### config.mk
export PLATFORM = sky130hd
export DESIGN_NAME = mc_controller_flat
export DESIGN_NICKNAME = d
export VERILOG_FILES = /design/src/rtl/mc_controller_if.sv /design/src/rtl/mc_controller.sv /design/src/flat_wrapper.sv
export SDC_FILE = /design/constraint.sdc
export NUM_CORES = 1
export LEC_CHECK = 0
export ABC_AREA = 1
export CORE_AREA = 8 8 58 60
export CTS_CLUSTER_DIAMETER = 200
export DETAILED_ROUTE_END_ITERATION = 7
export DIE_AREA = 0 0 66 68
export GPL_TIMING_DRIVEN = 0
export PLACE_DENSITY = 0.83
export SETUP_SLACK_MARGIN = 0.4
export SLEW_MARGIN = 20
export SYNTH_ARGS = -nofsm -noshare
export SYNTH_HDL_FRONTEND = slang
export SYNTH_SLANG_ARGS = --single-unit
### constraint.sdc
create_clock -name clk -period 4.9 [get_ports clk]
set_clock_uncertainty 0.05 [all_clocks]
set_input_delay 1.47 -clock clk [delete_from_list [all_inputs] [get_ports clk]]
set_output_delay 1.47 -clock clk [all_outputs]
set_load 0.02 [all_outputs]
### src/rtl/mc_controller_if.sv
// Control bundle between the multicycle control unit and the datapath.
// The controller is the master: it drives every select and enable.
interface mc_controller_if;
  logic [31:0] Instr;
  logic [3:0]  ALUFlags;
  logic        PCWrite;
  logic        MemWrite;
  logic        RegWrite;
  logic        IRWrite;
  logic        FPUWrite;
  logic        AdrSrc;
  logic [1:0]  RegSrc;
  logic [1:0]  ALUSrcA;
  logic [1:0]  ALUSrcB;
  logic [1:0]  ResultSrc;
  logic [1:0]  ImmSrc;
  logic [2:0]  ALUControl;

  modport master (
    input  Instr, ALUFlags,
    output PCWrite, MemWrite, RegWrite,
    output IRWrite, FPUWrite, AdrSrc,
    output RegSrc, ALUSrcA, ALUSrcB,
    output ResultSrc, ImmSrc, ALUControl
  );

  modport slave (
    output Instr, ALUFlags,
    input  PCWrite, MemWrite, RegWrite,
    input  IRWrite, FPUWrite, AdrSrc,
    input  RegSrc, ALUSrcA, ALUSrcB,
    input  ResultSrc, ImmSrc, ALUControl
  );
endinterface

### src/rtl/mc_controller.sv
// Multicycle ARM control unit: decoder, main FSM, condition check,
// NZCV flags register and registered condition-pass bit.
module mc_controller (
  input  logic clk,
  input  logic reset,
  mc_controller_if.master bus
);

  typedef enum logic [3:0] {
    S_FETCH, S_DECODE, S_MEMADR, S_MEMRD,
    S_MEMWB, S_MEMWR, S_EXECR, S_EXECI,
    S_ALUWB, S_BRANCH
  } state_t;

  localparam logic [2:0] ALU_ADD = 3'b000;
  localparam logic [2:0] ALU_SUB = 3'b001;
  localparam logic [2:0] ALU_AND = 3'b010;
  localparam logic [2:0] ALU_ORR = 3'b011;
  localparam logic [2:0] ALU_MUL = 3'b100;

  state_t     state;
  state_t     view;
  logic       cond_ex;
  logic [3:0] flags;

  logic [3:0] cond;
  logic [1:0] op;
  logic [5:0] funct;
  logic [3:0] cmd;
  logic       s_bit;
  logic       ld_bit;
  logic       rd15;
  logic       is_mul;
  logic       run;

  logic [2:0] alu_ctl;
  logic       no_write;
  logic [1:0] flag_w;
  logic       cond_ok;

  logic       unused_bits;

  assign cond   = bus.Instr[31:28];
  assign op     = bus.Instr[27:26];
  assign funct  = bus.Instr[25:20];
  assign cmd    = funct[4:1];
  assign s_bit  = funct[0];
  assign ld_bit = funct[0];
  assign rd15   = (bus.Instr[15:12] == 4'hF);
  assign is_mul = (op == 2'b00) && (cmd == 4'b0000)
               && (bus.Instr[7:4] == 4'b1001)
               && !funct[5];
  assign run    = !reset;

  assign unused_bits = ^{bus.Instr[19:16],
                         bus.Instr[11:8],
                         bus.Instr[3:0]};

  // ALU and flag-write decode for data-processing
  always_comb begin
    alu_ctl  = ALU_ADD;
    no_write = 1'b0;
    flag_w   = 2'b00;
    if (op == 2'b00) begin
      case (cmd)
        4'b0100: begin
          alu_ctl = ALU_ADD;
          flag_w  = {s_bit, s_bit};
        end
        4'b0010: begin
          alu_ctl = ALU_SUB;
          flag_w  = {s_bit, s_bit};
        end
        4'b1100: begin
          alu_ctl = ALU_ORR;
          flag_w  = {s_bit, 1'b0};
        end
        4'b1010: begin
          alu_ctl  = ALU_SUB;
          no_write = 1'b1;
          flag_w   = {s_bit, s_bit};
        end
        4'b0000: begin
          if (is_mul) begin
            alu_ctl = ALU_MUL;
          end else begin
            alu_ctl = ALU_AND;
            flag_w  = {s_bit, 1'b0};
          end
        end
        default: begin
          alu_ctl  = ALU_ADD;
          no_write = 1'b1;
          flag_w   = {s_bit, 1'b0};
        end
      endcase
    end
  end

  logic fn, fz, fc, fv;
  assign {fn, fz, fc, fv} = flags;

  always_comb begin
    cond_ok = 1'b0;
    case (cond)
      4'h0: cond_ok = fz;
      4'h1: cond_ok = !fz;
      4'h2: cond_ok = fc;
      4'h3: cond_ok = !fc;
      4'h4: cond_ok = fn;
      4'h5: cond_ok = !fn;
      4'h6: cond_ok = fv;
      4'h7: cond_ok = !fv;
      4'h8: cond_ok = fc && !fz;
      4'h9: cond_ok = !fc || fz;
      4'hA: cond_ok = (fn == fv);
      4'hB: cond_ok = (fn != fv);
      4'hC: cond_ok = !fz && (fn == fv);
      4'hD: cond_ok = fz || (fn != fv);
      4'hE: cond_ok = 1'b1;
      default: cond_ok = 1'b0;
    endcase
  end

  always_ff @(posedge clk) begin
    if (reset) begin
      state   <= S_FETCH;
      flags   <= 4'h0;
      cond_ex <= 1'b0;
    end else begin
      unique case (state)
        S_FETCH:  state <= S_DECODE;
        S_DECODE: begin
          cond_ex <= cond_ok;
          unique case (op)
            2'b00: state <= funct[5] ? S_EXECI
                                     : S_EXECR;
            2'b01: state <= S_MEMADR;
            2'b10: state <= S_BRANCH;
            2'b11: state <= S_FETCH;
          endcase
        end
        S_MEMADR: state <= ld_bit ? S_MEMRD
                                  : S_MEMWR;
        S_MEMRD:  state <= S_MEMWB;
        S_EXECR, S_EXECI: begin
          state <= S_ALUWB;
          if (cond_ex && flag_w[1])
            flags[3:2] <= bus.ALUFlags[3:2];
          if (cond_ex && flag_w[0])
            flags[1:0] <= bus.ALUFlags[1:0];
        end
        S_MEMWB, S_MEMWR,
        S_ALUWB, S_BRANCH: state <= S_FETCH;
        default: state <= S_FETCH;
      endcase
    end
  end

  // Reset shows FETCH selects with every enable held low
  assign view = reset ? S_FETCH : state;

  always_comb begin
    bus.PCWrite    = 1'b0;
    bus.MemWrite   = 1'b0;
    bus.RegWrite   = 1'b0;
    bus.IRWrite    = 1'b0;
    bus.FPUWrite   = 1'b0;
    bus.AdrSrc     = 1'b0;
    bus.ALUSrcA    = 2'b01;
    bus.ALUSrcB    = 2'b10;
    bus.ResultSrc  = 2'b10;
    bus.ALUControl = ALU_ADD;
    bus.ImmSrc     = op;
    bus.RegSrc     = {(op == 2'b01) && !ld_bit,
                      (op == 2'b10)};
    unique case (view)
      S_FETCH: begin
        bus.IRWrite = run;
        bus.PCWrite = run;
      end
      S_DECODE: ;
      S_MEMADR: begin
        bus.ALUSrcA = 2'b00;
        bus.ALUSrcB = 2'b01;
      end
      S_MEMRD: begin
        bus.AdrSrc    = 1'b1;
        bus.ResultSrc = 2'b00;
      end
      S_MEMWR: begin
        bus.AdrSrc    = 1'b1;
        bus.ResultSrc = 2'b00;
        bus.MemWrite  = cond_ex;
      end
      S_MEMWB: begin
        bus.ResultSrc = 2'b01;
        bus.RegWrite  = cond_ex && !rd15;
        bus.PCWrite   = cond_ex && rd15;
      end
      S_EXECR: begin
        bus.ALUSrcA    = 2'b00;
        bus.ALUSrcB    = 2'b00;
        bus.ALUControl = alu_ctl;
      end
      S_EXECI: begin
        bus.ALUSrcA    = 2'b00;
        bus.ALUSrcB    = 2'b01;
        bus.ALUControl = alu_ctl;
      end
      S_ALUWB: begin
        bus.ResultSrc = 2'b00;
        bus.RegWrite  = cond_ex && !no_write
                     && !rd15;
        bus.PCWrite   = cond_ex && !no_write
                     && rd15;
      end
      S_BRANCH: begin
        bus.ALUSrcA = 2'b00;
        bus.ALUSrcB = 2'b01;
        bus.PCWrite = cond_ex;
      end
      default: ;
    endcase
  end

endmodule

### src/flat_wrapper.sv
// flat-port wrapper written by rule: the top's interface ports become plain ports
module mc_controller_flat 
  (clk, reset, bus_Instr, bus_ALUFlags, bus_PCWrite, bus_MemWrite, bus_RegWrite, bus_IRWrite, bus_FPUWrite, bus_AdrSrc, bus_RegSrc, bus_ALUSrcA, bus_ALUSrcB, bus_ResultSrc, bus_ImmSrc, bus_ALUControl);
  mc_controller_if bus_i ();
  input  logic clk;
  input  logic reset;
  input wire logic [$bits(bus_i.Instr)-1:0] bus_Instr;
  input wire logic [$bits(bus_i.ALUFlags)-1:0] bus_ALUFlags;
  output wire logic [$bits(bus_i.PCWrite)-1:0] bus_PCWrite;
  output wire logic [$bits(bus_i.MemWrite)-1:0] bus_MemWrite;
  output wire logic [$bits(bus_i.RegWrite)-1:0] bus_RegWrite;
  output wire logic [$bits(bus_i.IRWrite)-1:0] bus_IRWrite;
  output wire logic [$bits(bus_i.FPUWrite)-1:0] bus_FPUWrite;
  output wire logic [$bits(bus_i.AdrSrc)-1:0] bus_AdrSrc;
  output wire logic [$bits(bus_i.RegSrc)-1:0] bus_RegSrc;
  output wire logic [$bits(bus_i.ALUSrcA)-1:0] bus_ALUSrcA;
  output wire logic [$bits(bus_i.ALUSrcB)-1:0] bus_ALUSrcB;
  output wire logic [$bits(bus_i.ResultSrc)-1:0] bus_ResultSrc;
  output wire logic [$bits(bus_i.ImmSrc)-1:0] bus_ImmSrc;
  output wire logic [$bits(bus_i.ALUControl)-1:0] bus_ALUControl;
  assign bus_i.Instr = bus_Instr;
  assign bus_i.ALUFlags = bus_ALUFlags;
  assign bus_PCWrite = bus_i.PCWrite;
  assign bus_MemWrite = bus_i.MemWrite;
  assign bus_RegWrite = bus_i.RegWrite;
  assign bus_IRWrite = bus_i.IRWrite;
  assign bus_FPUWrite = bus_i.FPUWrite;
  assign bus_AdrSrc = bus_i.AdrSrc;
  assign bus_RegSrc = bus_i.RegSrc;
  assign bus_ALUSrcA = bus_i.ALUSrcA;
  assign bus_ALUSrcB = bus_i.ALUSrcB;
  assign bus_ResultSrc = bus_i.ResultSrc;
  assign bus_ImmSrc = bus_i.ImmSrc;
  assign bus_ALUControl = bus_i.ALUControl;
  mc_controller u_core (.clk(clk), .reset(reset), .bus(bus_i));
endmodule
==> impl_metrics.yaml, run 1 <==
outcome:
  outcome: "complete, no violations"
floorplan:
  die_width_um: 66
  coreArea_sq_mm: 0.00257
  num_io_pins: 57
  num_rows: 19
  die_area_sq_mm: 0.00449
  die_h_um: 68
  initial_core_util_pct: 37.0
detailed_routing:
  vias: 1164
  dr.first_iter.drc_count: 71
  postRouteAntennaNets: 0
  wl_per_cell_um: 11.3
  dr.pass1.iters: 4
  vias_per_cell: 4.81
  drc: 0
  wl_um: 2730
pwr:
  p_sw_uw: 77.2
  vdd_drop_max_mv: 0.111
  power-per-cell-area_mw_per_mm2: 157
  p_clk_share_pct: 26.3
  internal-power_uw: 149
  p_leak_nw: 0.653
  power_frac_seq_pct: 35.6
  switching_share_pct: 34.1
  p_comb_share_pct: 38.1
timing:
  hold_violations: 0
  finalSetupViolCount: 0
  finalCriticalPeriod_ps: 4630
  setup_tns_ps: 0
  finalCritPeriodShare_pct: 94.5
  drv_slew: 0
  rsz0062_at_grt: "yes"
  fmax_ghz: 0.216
yosys:
  synth_compound_area_share_pct: 14.6
  yosysUniqueCellTypes: 31
  synth_top_family_by_area: "simple AND/OR/NAND/NOR gates"
  yosys.area_share.simple_pct: 51.4
  synth_ff_type: "dfxtp_1"
  avgSynthCellArea_sq_um: 5.76
  synth-edff-count: 0
  ys_ff_latch: 9
  ys_seq_area_share_pct: 19.0
  synth_cells: 165
  synth_area_sq_um: 950
  synth-xor-area-share_pct: 0
  synthMuxAreaShare_pct: 0
  yosysWarnings: 0
  ys_async_sr_fraction_pct: 0
  synth_adder_area_share_pct: 0
setup_path:
  ff2ff_path_depth: 9
  worst-r2r-setup-slack_ps: 3520
  r2r-end: "u_core.flags[0]"
  end_kind: "output port"
  crit_path_max_fanout: 6
  timing.rr.start: "u_core.state[1]"
  setup.worst_path.start: "bus_Instr[26]"
  cp-start-kind: "input pin"
  worstPathArrival_ps: 3110
  required_ps: 3380
  path_class: "in2out"
placed_design:
  placed_cells: 238
  place_congestion: 0.855
  dpl.hpwl_um: 2290
  io_buffer_count: 41
cells_and_area:
  nNetsFinal: 250
  drive_gt1_share_pct: 16.1
  area_growth_syn_to_layout_pct: 51.5
  instances_no_fill: 242
  insertedDiodeCount: 0
grt:
  grt_use_total_pct: 12.1
  grt_max_degree: 11
  first_global_vias: 1132
  antenna_found_initial: 0
  grt_pass1_wl_um: 4470
  overflow: 0
clocking:
  cts-hold-fix-buffers: 0
  numCtsBuffers: 3
  clk_latency_ps: 260
  clock-sinks: 9
  cts.reportedPaths.clkPinSlew_ps: 60
  clk_path_buf_depth: 2
  cts_tree: "done"
  cts-root-buf: "clkbuf_4"
  cts_max_level: 1
run:
  maxCapViolations: 0
min_path:
  whs_endpoint: "u_core.flags[3]"
  hold_depth: 2
  holdCritStartpoint: "u_core.flags[3]"
  holdCritPathClass: "reg2reg"
## stage by stage
step	utilization, %	hold slack (ps)	setup WS (ps)	area, sq um	total power [mW]
2_1_floorplan	-	409	744	953	0.127
6_report	56.0	445	269	1440	0.226
3_5_place_dp	54.6	437	135	1400	0.169
4_1_cts	55.8	447	187	1430	0.226
3_3_place_gp	54.6	426	145	1400	0.168
5_1_grt	56.0	480	161	1440	0.240
## layout by cell type, fill, tap and decap left out
cell and n:
clkinv_2 1, nor2_2 5, and3_1 1, inv_1 18
nand3_4 1, nand2_1 39, nand3_1 11, a211oi_1 1
conb_1 2, nor3_2 2, a21oi_1 12, clkbuf_2 2
nor2_1 27, nor3_1 2, buf_4 4, o21ai_1 3
nand3b_1 1, nor4_4 1, inv_2 4, clkinv_1 1
dlymetal6s2s_1 3, clkbuf_1 1, nor4_1 1, o21bai_2 1
clkdlybuf4s50_1 36, clkbuf_4 3, buf_6 1, o21ai_0 3
o21bai_1 2, nand3_2 2, dfxtp_1 9, o31ai_2 1
o31ai_1 1, nand2_2 4, inv_4 1, or2_4 1
nand4_1 3
## state kept, by name, summed over array words and instances (netlist names)
name and flops:
u_core.flags 4, u_core.cond_ex 1, u_core.state 4
## Yosys cell counts, types with 2 or more instances
cell,instances,area [sq um]
dfxtp_1,9,180
nand2_2,4,25.0
inv_2,4,15.0
o21ai_0,3,15.0
nand4_1,3,18.8
nor2_2,4,25.0
o21ai_1,3,15.0
buf_4,4,30.0
a21oi_1,12,60.1
nand3_1,11,55.1
nand3_2,2,20.0
o31ai_1,2,15.0
o21bai_1,2,15.0
nand2_1,39,146
nor2_1,28,105
nor3_1,3,15.0
inv_1,18,67.6
## metal layers
layer / wire (um) / global-route usage, %
met1: 1180 / 13.3
met5: 0 / 0
met3: 226 / 4.75
met2: 1310 / 21.2
met4: 20 / 3.73
## worst max-delay path: stages
cell and delay, ps:
clkdlybuf4s50_1 520, nor2_2 250, nand2_1 110, a21oi_1 140, clkdlybuf4s50_1 620
## timing repair
action                                  4_1_cts  5_1_grt
pin swaps                                     0        0
endpoints found under the setup margin        6        6
resized for setup                             3        9
setup buffers                                 0        0
## worst max-delay path by stage
stage / to / slack (ps) / depth (start not counted)
floorplan: bus_PCWrite / 740 / 7
global placement: bus_PCWrite / 150 / 8
detailed placement: bus_PCWrite / 140 / 8
CTS: bus_ALUControl[1] / 190 / 5
global route: bus_ALUControl[0] / 160 / 5
finish: bus_ALUControl[0] / 270 / 5
## power groups by stage
stage                     Combinational, mW  Clock, mW  Sequential [mW]
after floorplan                      0.0454          0           0.0813
after global placement               0.0855          0           0.0822
after detailed placement             0.0864          0           0.0823
after CTS                            0.0864     0.0587           0.0807
after global routing                 0.0951     0.0631           0.0814
final                                0.0862     0.0595           0.0807
## area by class of cell
| type | instances | area [sq um] |
|---|---|---|
| flip-flops and latches | 9 | 180 |
| clock buffers | 4 | 26.3 |
| fillers | 272 | 1130 |
| plain buffers | 5 | 41.3 |
| inverters | 25 | 97.6 |
| multi-input cells | 127 | 647 |
| repair buffers | 41 | 408 |
| well taps | 31 | 38.8 |
## logic make-up (layout without fill, tap and decap cells)
family	Yosys count	in the layout
simple gates	101	101
buf+inv	30	75
compound gates	24	24
flops	9	9
other cells	1	2
Power figures use the tool's default switching activity.
==> inputs of run 2 (changes only) <==
--- a/config.mk
+++ b/config.mk
@@ -7,6 +7,7 @@
 export LEC_CHECK = 0
 export ABC_AREA = 1
 export CORE_AREA = 8 8 58 60
+export CTS_BUF_LIST = sky130_fd_sc_hd__clkbuf_4
 export CTS_CLUSTER_DIAMETER = 200
 export DETAILED_ROUTE_END_ITERATION = 7
 export DIE_AREA = 0 0 66 68
==> run 2 against run 1 <==
Net effect:
- global-route usage up 0.068 points
- register-to-register slack about the same
- critical path type unchanged
- die area unchanged
- largest cell class unchanged
==> impl_metrics.yaml, run 2 (synthesis gave the netlist of run 1 again) <==
grt:
  first_global_vias: 1130
  overflow: 0
  grt_pass1_wl_um: 4490
  antenna_found_initial: 0
  grt_use_total_pct: 12.2
  grt_max_degree: 11
cells_and_area:
  top_regs: "u_core.flags: 4 flops, u_core.state: 4 flops, u_core.cond_ex: 1 flops"
  insertedDiodeCount: 0
  area_growth_syn_to_layout_pct: 51.9
  postLayoutCellArea_sq_mm: 0.00144
  fin_util_pct: 56.2
  layout_commonest_cell: "nand2_1"
  fillers: 275
  instances_no_fill: 242
  final_cell_mix: "39 x nand2_1, 36 x clkdlybuf4s50_1, 27 x nor2_1"
  nNetsFinal: 250
  drive_gt1_share_pct: 16.6
setup_path:
  r2r-end: "u_core.flags[0]"
  worstPathArrival_ps: 3110
  path_class: "in2out"
  crit_path_max_fanout: 6
  end_kind: "output port"
  required_ps: 3380
  ff2ff_path_depth: 9
  cp-start-kind: "input pin"
  setup.worst_path.start: "bus_Instr[26]"
  crit_end: "bus_ALUControl[0]"
  timing.rr.start: "u_core.state[1]"
  worst-r2r-setup-slack_ps: 3530
floorplan:
  die_area_sq_mm: 0.00449
  die_width_um: 66
  initial_core_util_pct: 37.0
  num_io_pins: 57
  die_h_um: 68
  coreArea_sq_mm: 0.00257
  num_rows: 19
timing:
  fmax_ghz: 0.216
  finalCriticalPeriod_ps: 4630
  finalSetupViolCount: 0
  rsz0062_at_grt: "yes"
  drv_slew: 0
  setup_tns_ps: 0
  holdWs_ps: 446
  finalCritPeriodShare_pct: 94.5
  hold_violations: 0
placed_design:
  place_congestion: 0.855
  placed_cell_area_sq_mm: 0.00140
  placed_cells: 238
  dpl.hpwl_um: 2290
  io_buffer_count: 41
pwr:
  internal-power_uw: 155
  switching_share_pct: 33.8
  vdd_drop_max_mv: 0.106
  power-per-cell-area_mw_per_mm2: 162
  p_leak_nw: 0.656
  p_clk_share_pct: 28.6
  p_sw_uw: 79.0
  power_frac_seq_pct: 34.5
  p_comb_share_pct: 36.9
detailed_routing:
  dr.first_iter.drc_count: 63
  vias: 1157
  postRouteAntennaNets: 0
  dr.pass1.iters: 4
  wl_per_cell_um: 11.4
  vias_per_cell: 4.78
  wl_um: 2750
  drc: 0
clocking:
  cts.reportedPaths.clkPinSlew_ps: 60
  cts_max_level: 1
  clk_path_buf_depth: 2
  clock-sinks: 9
  cts_tree: "done"
  cts-hold-fix-buffers: 0
  cts_setup_buffers: 0
  numCtsBuffers: 3
  cts-root-buf: "clkbuf_4"
  clk_latency_ps: 270
min_path:
  holdCritPathClass: "reg2reg"
  holdCritStartpoint: "u_core.flags[3]"
run:
  maxCapViolations: 0
outcome:
  outcome: "complete, no violations"
==> run 2: how the worst min path moves through the flow <==
stage                            to  depth (start not counted)
floorplan           u_core.flags[2]                          2
global placement    u_core.flags[2]                          2
detailed placement  u_core.flags[3]                          2
CTS                 u_core.flags[3]                          2
global route        u_core.flags[2]                          2
finish              u_core.flags[3]                          2
==> run 2: critical path: stages <==
cell and delay (ps):
clkdlybuf4s50_1 520, nor2_2 250, nand2_1 110, a21oi_1 140, clkdlybuf4s50_1 620
==> run 2: cell type report <==
type | instances | area, sq um | area share (%)
multi-input combinational | 127 | 647 | 44.8
timing repair buffer | 41 | 408 | 28.3
sequential | 9 | 180 | 12.5
inverter | 25 | 97.6 | 6.76
buffer | 5 | 41.3 | 2.86
tap | 31 | 38.8 | 2.69
clock buffer | 4 | 30.0 | 2.08
==> run 2: metrics by stage <==
stage                     power, mW  setup slack (ps)
final                         0.234               270
after global routing          0.246               161
after CTS                     0.233               187
after detailed placement      0.169               135
after global placement        0.168               145
after floorplan               0.127               744
==> run 2: repair_timing <==
item | in CTS | in global routing
pin swaps | 0 | 0
resized for setup | 3 | 9
gates cloned | 0 | 0
endpoints found under the setup margin | 6 | 6
==> run 2: power groups by stage <==
stage | registers (mW) | logic, mW | clock network [mW]
2_1_floorplan | 0.0813 | 0.0454 | 0
3_3_place_gp | 0.0822 | 0.0855 | 0
3_5_place_dp | 0.0823 | 0.0864 | 0
4_1_cts | 0.0807 | 0.0864 | 0.0656
5_1_grt | 0.0814 | 0.0951 | 0.0697
6_report | 0.0807 | 0.0862 | 0.0669
==> run 2: routing by layer <==
layer / routed length, um / track usage, % / vias up / part of all wire, %
li1: - / - / 617 / -
met1: 1190 / 13.7 / 505 / 43
met2: 1320 / 21.3 / 33 / 48
met3: 219 / 4.26 / 2 / 8.0
met4: 20 / 3.73 / 0 / 0.73
met5: 0 / 0 / - / 0
